[config.mk]
export PLATFORM = sky130hd
export DESIGN_NAME = fifo_rd_stream
export DESIGN_NICKNAME = d
export VERILOG_FILES = /design/src/rtl/fifo_rd_pkg.sv /design/src/rtl/fifo_rd_skid.sv /design/src/rtl/fifo_rd_stream.sv
export SDC_FILE = /design/constraint.sdc
export NUM_CORES = 1
export LEC_CHECK = 0
export ABC_CLOCK_PERIOD_IN_PS = 3200
export BUFFER_PORTS_ARGS = -buffer_cell sky130_fd_sc_hd__buf_4
export CAP_MARGIN = 10
export CORE_AREA = 2 2 86 88
export CTS_CLUSTER_SIZE = 8
export DETAILED_ROUTE_END_ITERATION = 10
export DIE_AREA = 0 0 88 90
export MAX_ROUTING_LAYER = met4
export PLACE_DENSITY_LB_ADDON = 0.2
export SYNTH_ARGS = -nofsm -noshare
export SYNTH_HDL_FRONTEND = slang
export SYNTH_SLANG_ARGS = --single-unit
[constraint.sdc]
create_clock -name clk -period 3.2 [get_ports clk]
set_clock_uncertainty 0.1 [all_clocks]
set_input_delay 0.48 -clock clk [delete_from_list [all_inputs] [get_ports clk]]
set_output_delay 0.48 -clock clk [all_outputs]
set_load 0.02 [all_outputs]
[src/rtl/fifo_rd_pkg.sv]
// Shared constants and the issue-credit helper for the FIFO read-side streamer.
package fifo_rd_pkg;

  localparam int unsigned BUF_DEPTH = 2;
  localparam int unsigned PTR_W     = 1;

  // A new read may issue only while the words already committed to the buffer
  // (stored, minus the one leaving this cycle, plus the one in flight) leave room.
  function automatic logic can_issue(input logic [1:0] occ,
                                     input logic       pop,
                                     input logic       inflight);
    logic [2:0] committed;
    committed = {1'b0, occ} + {2'b00, inflight} - {2'b00, pop};
    return (committed < 3'(BUF_DEPTH));
  endfunction

endpackage

[src/rtl/fifo_rd_skid.sv]
// Two-entry circular buffer holding words captured from the FIFO read port.
module fifo_rd_skid
  import fifo_rd_pkg::*;
#(
  parameter int unsigned DATA_W = 32
) (
  input  logic              clk,
  input  logic              rst,
  input  logic              push,
  input  logic [DATA_W-1:0] push_data,
  input  logic              pop,
  output logic [1:0]        occ,
  output logic [DATA_W-1:0] head_data
);

  typedef struct packed {
    logic [DATA_W-1:0] data;
  } beat_t;

  beat_t            mem_q [BUF_DEPTH];
  beat_t            mem_d [BUF_DEPTH];
  logic [PTR_W-1:0] head_q, head_d;
  logic [PTR_W-1:0] tail_q, tail_d;
  logic [1:0]       occ_q, occ_d;

  always_comb begin
    mem_d  = mem_q;
    head_d = head_q;
    tail_d = tail_q;
    if (push) begin
      mem_d[tail_q].data = push_data;
      tail_d             = tail_q + 1'b1;
    end
    if (pop) begin
      head_d = head_q + 1'b1;
    end
    occ_d = occ_q + {1'b0, push} - {1'b0, pop};
  end

  always_ff @(posedge clk) begin
    if (rst) begin
      for (int unsigned i = 0; i < BUF_DEPTH; i++) begin
        mem_q[i] <= '0;
      end
      head_q <= '0;
      tail_q <= '0;
      occ_q  <= '0;
    end else begin
      mem_q  <= mem_d;
      head_q <= head_d;
      tail_q <= tail_d;
      occ_q  <= occ_d;
    end
  end

  assign occ       = occ_q;
  assign head_data = mem_q[head_q].data;

endmodule

[src/rtl/fifo_rd_stream.sv]
// Read-side consumer for a latency-1 FIFO: issues rd_en under credit control and
// presents the captured words as a valid/ready stream with optional framing.
module fifo_rd_stream
  import fifo_rd_pkg::*;
#(
  parameter int unsigned DATA_W  = 32,
  parameter int unsigned PKT_LEN = 4,
  parameter int unsigned CNT_W   = 16
) (
  input  logic              clk,
  input  logic              rst,
  input  logic              enable,
  input  logic              fifo_empty,
  output logic              fifo_rd_en,
  input  logic [DATA_W-1:0] fifo_dout,
  output logic              m_valid,
  input  logic              m_ready,
  output logic [DATA_W-1:0] m_data,
  output logic              m_last,
  output logic [CNT_W-1:0]  word_count,
  output logic              busy
);

  localparam int unsigned      IDX_W    = (PKT_LEN > 1) ? $clog2(PKT_LEN) : 1;
  localparam logic [IDX_W-1:0] LAST_IDX = IDX_W'((PKT_LEN > 0) ? PKT_LEN - 1 : 0);
  localparam logic             FRAMING  = (PKT_LEN != 0);

  logic [1:0]       occ;
  logic             pop;
  logic             inflight_q, inflight_d;
  logic [IDX_W-1:0] idx_q, idx_d;
  logic [CNT_W-1:0] cnt_q, cnt_d;

  assign m_valid    = (occ != 2'd0);
  assign pop        = m_valid & m_ready;
  assign fifo_rd_en = enable & ~fifo_empty & ~rst & can_issue(occ, pop, inflight_q);

  fifo_rd_skid #(
    .DATA_W (DATA_W)
  ) u_skid (
    .clk       (clk),
    .rst       (rst),
    .push      (inflight_q),
    .push_data (fifo_dout),
    .pop       (pop),
    .occ       (occ),
    .head_data (m_data)
  );

  always_comb begin
    inflight_d = fifo_rd_en;
    cnt_d      = cnt_q + CNT_W'(pop);
    idx_d      = idx_q;
    if (!FRAMING) begin
      idx_d = '0;
    end else if (pop) begin
      idx_d = (idx_q == LAST_IDX) ? '0 : idx_q + 1'b1;
    end
  end

  always_ff @(posedge clk) begin
    if (rst) begin
      inflight_q <= 1'b0;
      idx_q      <= '0;
      cnt_q      <= '0;
    end else begin
      inflight_q <= inflight_d;
      idx_q      <= idx_d;
      cnt_q      <= cnt_d;
    end
  end

  assign m_last     = FRAMING & m_valid & (idx_q == LAST_IDX);
  assign word_count = cnt_q;
  assign busy       = m_valid | inflight_q;

endmodule

# Word level (Yosys, flattened, before mapping)
# Index checks and enable logic that the tools add are counted.
totals:
  elab_cells: 40
  register_bits: 87
  output_inout_bits: 52
  input_bits: 37
op_classes:
  add_sub_neg: 8
  n_mux: 7
  n_eq_ne: 1
  reduce_logical: 2
  bitwise_logic: 10
  n_lt_le_gt_ge: 4
ops:
  columns: ["op", "count"]
  rows:
  - ["32-bit two-way mux", 4]
  - ["64-bit bitwise mux", 1]
  - ["32-bit demux with 1-bit select", 1]
  - ["16-bit by 1-bit adder with 16-bit output", 1]
  - ["1-bit bitwise AND", 5]
  - ["2-bit >= comparator (second input constant)", 2]
  - ["1-bit NOT with 2-bit output", 2]
  - ["2-bit by 1-bit adder with 3-bit output", 1]
  - ["3-bit by 2-bit less-than comparator with 1-bit output (second input constant)", 1]
  - ["3-bit by 1-bit subtractor with 3-bit output", 1]
  - ["1-bit adder (second input constant)", 2]
  - ["2-bit by 1-bit adder with 2-bit output", 1]
  - ["2-bit by 1-bit adder with 2-bit output (second input constant)", 1]
  - ["2-bit equality test (second input constant)", 1]
  - ["2-bit by 1-bit less-than comparator with 1-bit output (second input constant)", 1]
  - ["2-bit two-way mux", 1]
  - ["1-bit NOT", 2]
  - ["2-bit nonzero test", 1]
  - ["2-bit by 1-bit subtractor with 2-bit output", 1]
  - ["1-bit logical AND", 1]
  - ["1-bit bitwise OR", 1]

# Depth between registers and ports, before layout
logic_depth:
  depth_word: 6
  ltp_mapped: 8
  depth_no_buf: 8

# By module
# Synthesis repeated with hierarchy kept, for this count alone.
unflattened:
  hier_cells: 435
  area_unflattened_um2: 3738.6
by_module_without_submodules:
  columns: ["mod", "area_per_inst_um2", "cells_each", "seq_area_each_um2", "n_inst"]
  rows:
  - ["fifo_rd_skid", 2810.2, 335, 1361.3, 1]
  - ["fifo_rd_stream", 928.4, 100, 380.4, 1]

# Worst setup path before layout
# No wires, ideal clock.
synth_timing:
  path_kind: "input-to-output"
  startpoint: "input port m_ready"
  endpoint: "output port fifo_rd_en"
  required_time_ns: 2.620
  t_arrival_ns: 2.515
  path_stages: 8
  n_path_buf: 0
  setup_slack_ns: 0.105
  cell_sequence: "o21ai_1 -> inv_1 -> ha_1 -> inv_1 -> ha_1 -> fa_1 -> nand2b_1 -> nor4_1"
synth_between:
  elab_chain_len: 4
synth_lines:
  columns: ["element", "line", "rtl"]
  rows:
  - ["start: declaration", "fifo_rd_stream.sv:17", "input logic m_ready,"]
  - ["1-bit bitwise AND", "fifo_rd_stream.sv:35", "assign pop = m_valid & m_ready;"]
  - ["net pop", "fifo_rd_stream.sv:29", "logic pop;"]
  - ["3-bit by 1-bit subtractor with 3-bit output", "fifo_rd_pkg.sv:13", "committed = {1'b0, occ} + {2'b00, inflight} - {2'b00, pop};"]
  - ["3-bit by 2-bit less-than comparator with 1-bit output", "fifo_rd_pkg.sv:14", "return (committed < 3'(BUF_DEPTH));"]
  - ["1-bit bitwise AND", "fifo_rd_stream.sv:36", "assign fifo_rd_en = enable & ~fifo_empty & ~rst & can_issue(occ, pop, inflight_q);"]
  - ["end: declaration", "fifo_rd_stream.sv:14", "output logic fifo_rd_en,"]
# The timed path passes the listed nets, and every way through them passes these cells.

# Worst setup path in the final report
layout_timing:
  startpoint: "register u_skid.occ_q[0], in the netlist u_skid.occ[0]"
  endpoint: "output port fifo_rd_en"
layout_between:
  elab_chain_len: 5
  word_cells_on_any_way: 6
  cone_classes: "2 x add/sub; 1 x order compare; 2 x bitwise; 1 x reduce/logical"
layout_lines:
  columns: ["element", "line", "rtl"]
  rows:
  - ["start: declaration", "fifo_rd_skid.sv:24", "logic [1:0] occ_q, occ_d;"]
  - ["start signal: assignment", "fifo_rd_skid.sv:47", "occ_q <= '0;"]
  - ["start signal: assignment", "fifo_rd_skid.sv:52", "occ_q <= occ_d;"]
  - ["2-bit nonzero test", "fifo_rd_stream.sv:34", "assign m_valid = (occ != 2'd0);"]
  - ["1-bit bitwise AND", "fifo_rd_stream.sv:35", null]
  - ["net pop", "fifo_rd_stream.sv:29", null]
  - ["3-bit by 1-bit subtractor with 3-bit output", "fifo_rd_pkg.sv:13", null]
  - ["3-bit by 2-bit less-than comparator with 1-bit output", "fifo_rd_pkg.sv:14", null]
  - ["1-bit bitwise AND", "fifo_rd_stream.sv:36", null]
# The timed path passes the listed nets, and every way through them passes these cells.

==> run summary <==
Run status - complete, no violations
Mean area per synthesized cell - 8.36 um2
CTS tree - yes
Data required time of the critical path - 2.62 ns
Number of buffers inserted by hold repair at cts - 0
Final routed DRC violation total - 0
Startpoint Class - register
Starting density of the core - 51.7%
Port buffer count - 88
Largest net degree at the start of global routing - 50
Cell types with the largest area share after synthesis - sky130_fd_sc_hd__dfxtp_1, sky130_fd_sc_hd__nand2_1, sky130_fd_sc_hd__mux2_2
Signal arrival time at the worst endpoint - 2.55 ns
Maximum root-to-sink buffer count - 2
I/O Pins - 89
Rel. slew slack - 58.9%
# rows - 31
Critical path, cell by cell - o21ai_2, inv_1, ha_1, inv_1, ha_1, fa_1, nand2b_4, nor4_4, buf_4
Drt pass-1 iters - 4
Cell class contributing the biggest share of worst-path delay - adder cells
Critical path fanouts, max - 3
CTS buffer count - 9
Max_cap viols - 0
Die Y-Extent - 90 um
Wirelength per Cell - 13.6 um
Pwr/cell area - 626 mW/mm2
Antenna fix cells - 0
Post-DRT Antenna Nets - 0
Post-synthesis cell type count - 28
Post-layout min period - 3.13 ns
Worst path max stage delay - 0.46 ns
Top library cells by usage in the layout, fill and taps aside - sky130_fd_sc_hd__nand2_1, sky130_fd_sc_hd__buf_4, sky130_fd_sc_hd__dfxtp_1, sky130_fd_sc_hd__a21oi_1, sky130_fd_sc_hd__mux2_2
Final Hold Viols - 0
Highest ir drop seen on vdd - 0.672 mV
Placed wire-length estimate - 5.44 mm
Die Outline Area - 0.00792 mm2
Max-slew violation total from the final report - 0
H-tree depth - 3
Via count - 3168
Clock tree root driver cell - sky130_fd_sc_hd__clkbuf_8
Area of the core - 0.00702 mm2
Leading cell type in the layout, fill and taps excluded - sky130_fd_sc_hd__nand2_1
Chip width - 88 um
Total Wirelength - 8.39 mm
Setup CP Type - register to primary output
Mapped Area - 0.00363 mm2
Clk sinks - 87
Vias per cell - 5.15
GRT Overall Usage - 22.0%
GPL Wtd Cong - 0.786
Area Growth Syn to Fin - 26.9%
Worst-path cell with the longest stage delay - sky130_fd_sc_hd__fa_1
Library cell with the largest summed area after synthesis - sky130_fd_sc_hd__dfxtp_1
Slew at the pin with the worst max-slew slack - 0.616 ns
Global-route wire length before repair - 13.6 mm
Class of the most critical hold timing path - input port to register
Synthesized netlist cell count - 434
End-of-flow core utilization - 65.6%
Remaining global-route overflow - 0
Clock-pin slew on the worst setup and hold paths - 0.09 ns
# nets final - 554
Number of global-route vias before repair - 2983
Flip-flop and latch count after synthesis - 87
Count of final setup violators - 0
Fraction of final layout cells with drive strength greater than 1 - 30.4%
Synthesis Warnings - 0
Critical path buffers and inverters - 3
Skew-Pair Late Insertion Delay - 0.35 ns
Hold Slack - 0.214 ns
Iteration-0 DRC count of the detailed router - 132
Kind of end point of the critical path - primary output
Fraction of synthesized cell area taken by the top area cell type - 48.0%
Ratio of final minimum period to clock period - 97.8%
Net count after synthesis - 477
Top achievable clock speed - 320 MHz
Sequential share of the synthesized area - 48.0%
Number of antenna violations at the first check in global routing - 0
Leakage - 0.00185 uW
[synthesized netlist by cell type]
cell type and count:
sky130_fd_sc_hd__xor2_1 3, sky130_fd_sc_hd__mux2i_1 1, sky130_fd_sc_hd__buf_1 2, sky130_fd_sc_hd__and2_1 2, sky130_fd_sc_hd__a21oi_1 73, sky130_fd_sc_hd__nand2_1 134, sky130_fd_sc_hd__nand4_2 2, sky130_fd_sc_hd__fa_1 1
sky130_fd_sc_hd__xnor2_1 2, sky130_fd_sc_hd__mux2_2 36, sky130_fd_sc_hd__dfxtp_1 87, sky130_fd_sc_hd__nor2b_1 8, sky130_fd_sc_hd__nand3_1 4, sky130_fd_sc_hd__nor4_1 6, sky130_fd_sc_hd__ha_1 5, sky130_fd_sc_hd__o31ai_1 4
sky130_fd_sc_hd__nand3_2 1, sky130_fd_sc_hd__o21ai_0 3, sky130_fd_sc_hd__buf_2 2, sky130_fd_sc_hd__inv_1 8, sky130_fd_sc_hd__nor2_1 10, sky130_fd_sc_hd__clkbuf_1 25, sky130_fd_sc_hd__nand4_1 2, sky130_fd_sc_hd__nand2b_1 3
sky130_fd_sc_hd__o21ai_1 1, sky130_fd_sc_hd__or3_1 4, sky130_fd_sc_hd__or4_1 4, sky130_fd_sc_hd__or3_2 1
[where the power goes]
part / switching [uW] / internal, uW
Combinational: 455 / 356
Clock: 398 / 442
Sequential: 55.7 / 1180
Total: 909 / 1970
[state kept, by name, summed over array words and instances (netlist names)]
name           cells
u_skid.head_q      1
word_count        16
u_skid.tail_q      1
inflight_q         1
u_skid.occ         2
idx_q              2
u_skid.mem_q      64
[worst reg2reg max path, delay by kind of cell, from the launching register on]
kind	cells	cell delay [ns]
multiplexers	1	0.38
adder cells (fa/ha/maj)	2	0.47
buffers and inverters	1	0.09
AO/OA/AOI/OAI	1	0.06
flip-flops	1	0.37
AND/OR/NAND/NOR	2	0.59
[layout make-up]
cell class,instances,area [um2]
repair buffers,95,713
multi-input cells,310,1780
inverters,8,30.0
well taps,99,124
clock buffers,9,124
flip-flops and latches,87,1740
clock inverters,7,96.3
fillers,607,2410
[repair_timing]
item                                    4_1_cts  5_1_grt
resized for setup                             0        6
setup buffers                                 0        0
endpoints found under the setup margin        0        1
[stage by stage]
| step | worst slack, ns | TNS [ns] | total power [uW] | std cells | cell area (um2) |
|---|---|---|---|---|---|
| floorplan | 0.105 | 0 | 1750 | 434 | 3630 |
| global placement | 0.337 | 0 | 2010 | 599 | 4360 |
| global route | -0.0464 | -0.0464 | 3030 | 615 | 4610 |
| detailed placement | 0.244 | 0 | 2030 | 599 | 4360 |
| CTS | 0.0205 | 0 | 2870 | 615 | 4580 |
| finish | 0.0718 | 0 | 2880 | 615 | 4610 |
[worst paths after layout]
| kind | to | slack (ns) | cells past startpoint | from |
|---|---|---|---|---|
| max | fifo_rd_en | 0.07 | 9 | u_skid.occ[0] |
| min reg2reg | u_skid.mem_q[19] | 0.35 | 2 | u_skid.mem_q[19] |
| min | inflight_q | 0.21 | 2 | fifo_empty |
| max reg2reg | word_count[14] | 1.03 | 7 | u_skid.occ[1] |
[logic make-up (layout without fill, tap and decap cells)]
| logic type | Yosys count | after routing | synth area share, % |
|---|---|---|---|
| multiplexers | 37 | 37 | 11.4 |
| buffers and inverters | 37 | 119 | 3.90 |
| adder cells (fa/ha/maj) | 6 | 6 | 2.28 |
| flip-flops | 87 | 87 | 48.0 |
| XOR/XNOR | 5 | 5 | 1.21 |
| AND/OR/NAND/NOR | 181 | 181 | 21.8 |
| AO/OA/AOI/OAI | 81 | 81 | 11.4 |
[metal layers]
layer  global-route usage, %  vias to the layer above  share of wire, %
li1                        -                     1598                 -
met1                    27.4                     1486                43
met2                    34.2                       75                49
met3                    6.70                        9               6.1
met4                    6.79                        0               1.3
met5                       -                        -                 0
Power figures use the tool's default switching activity.
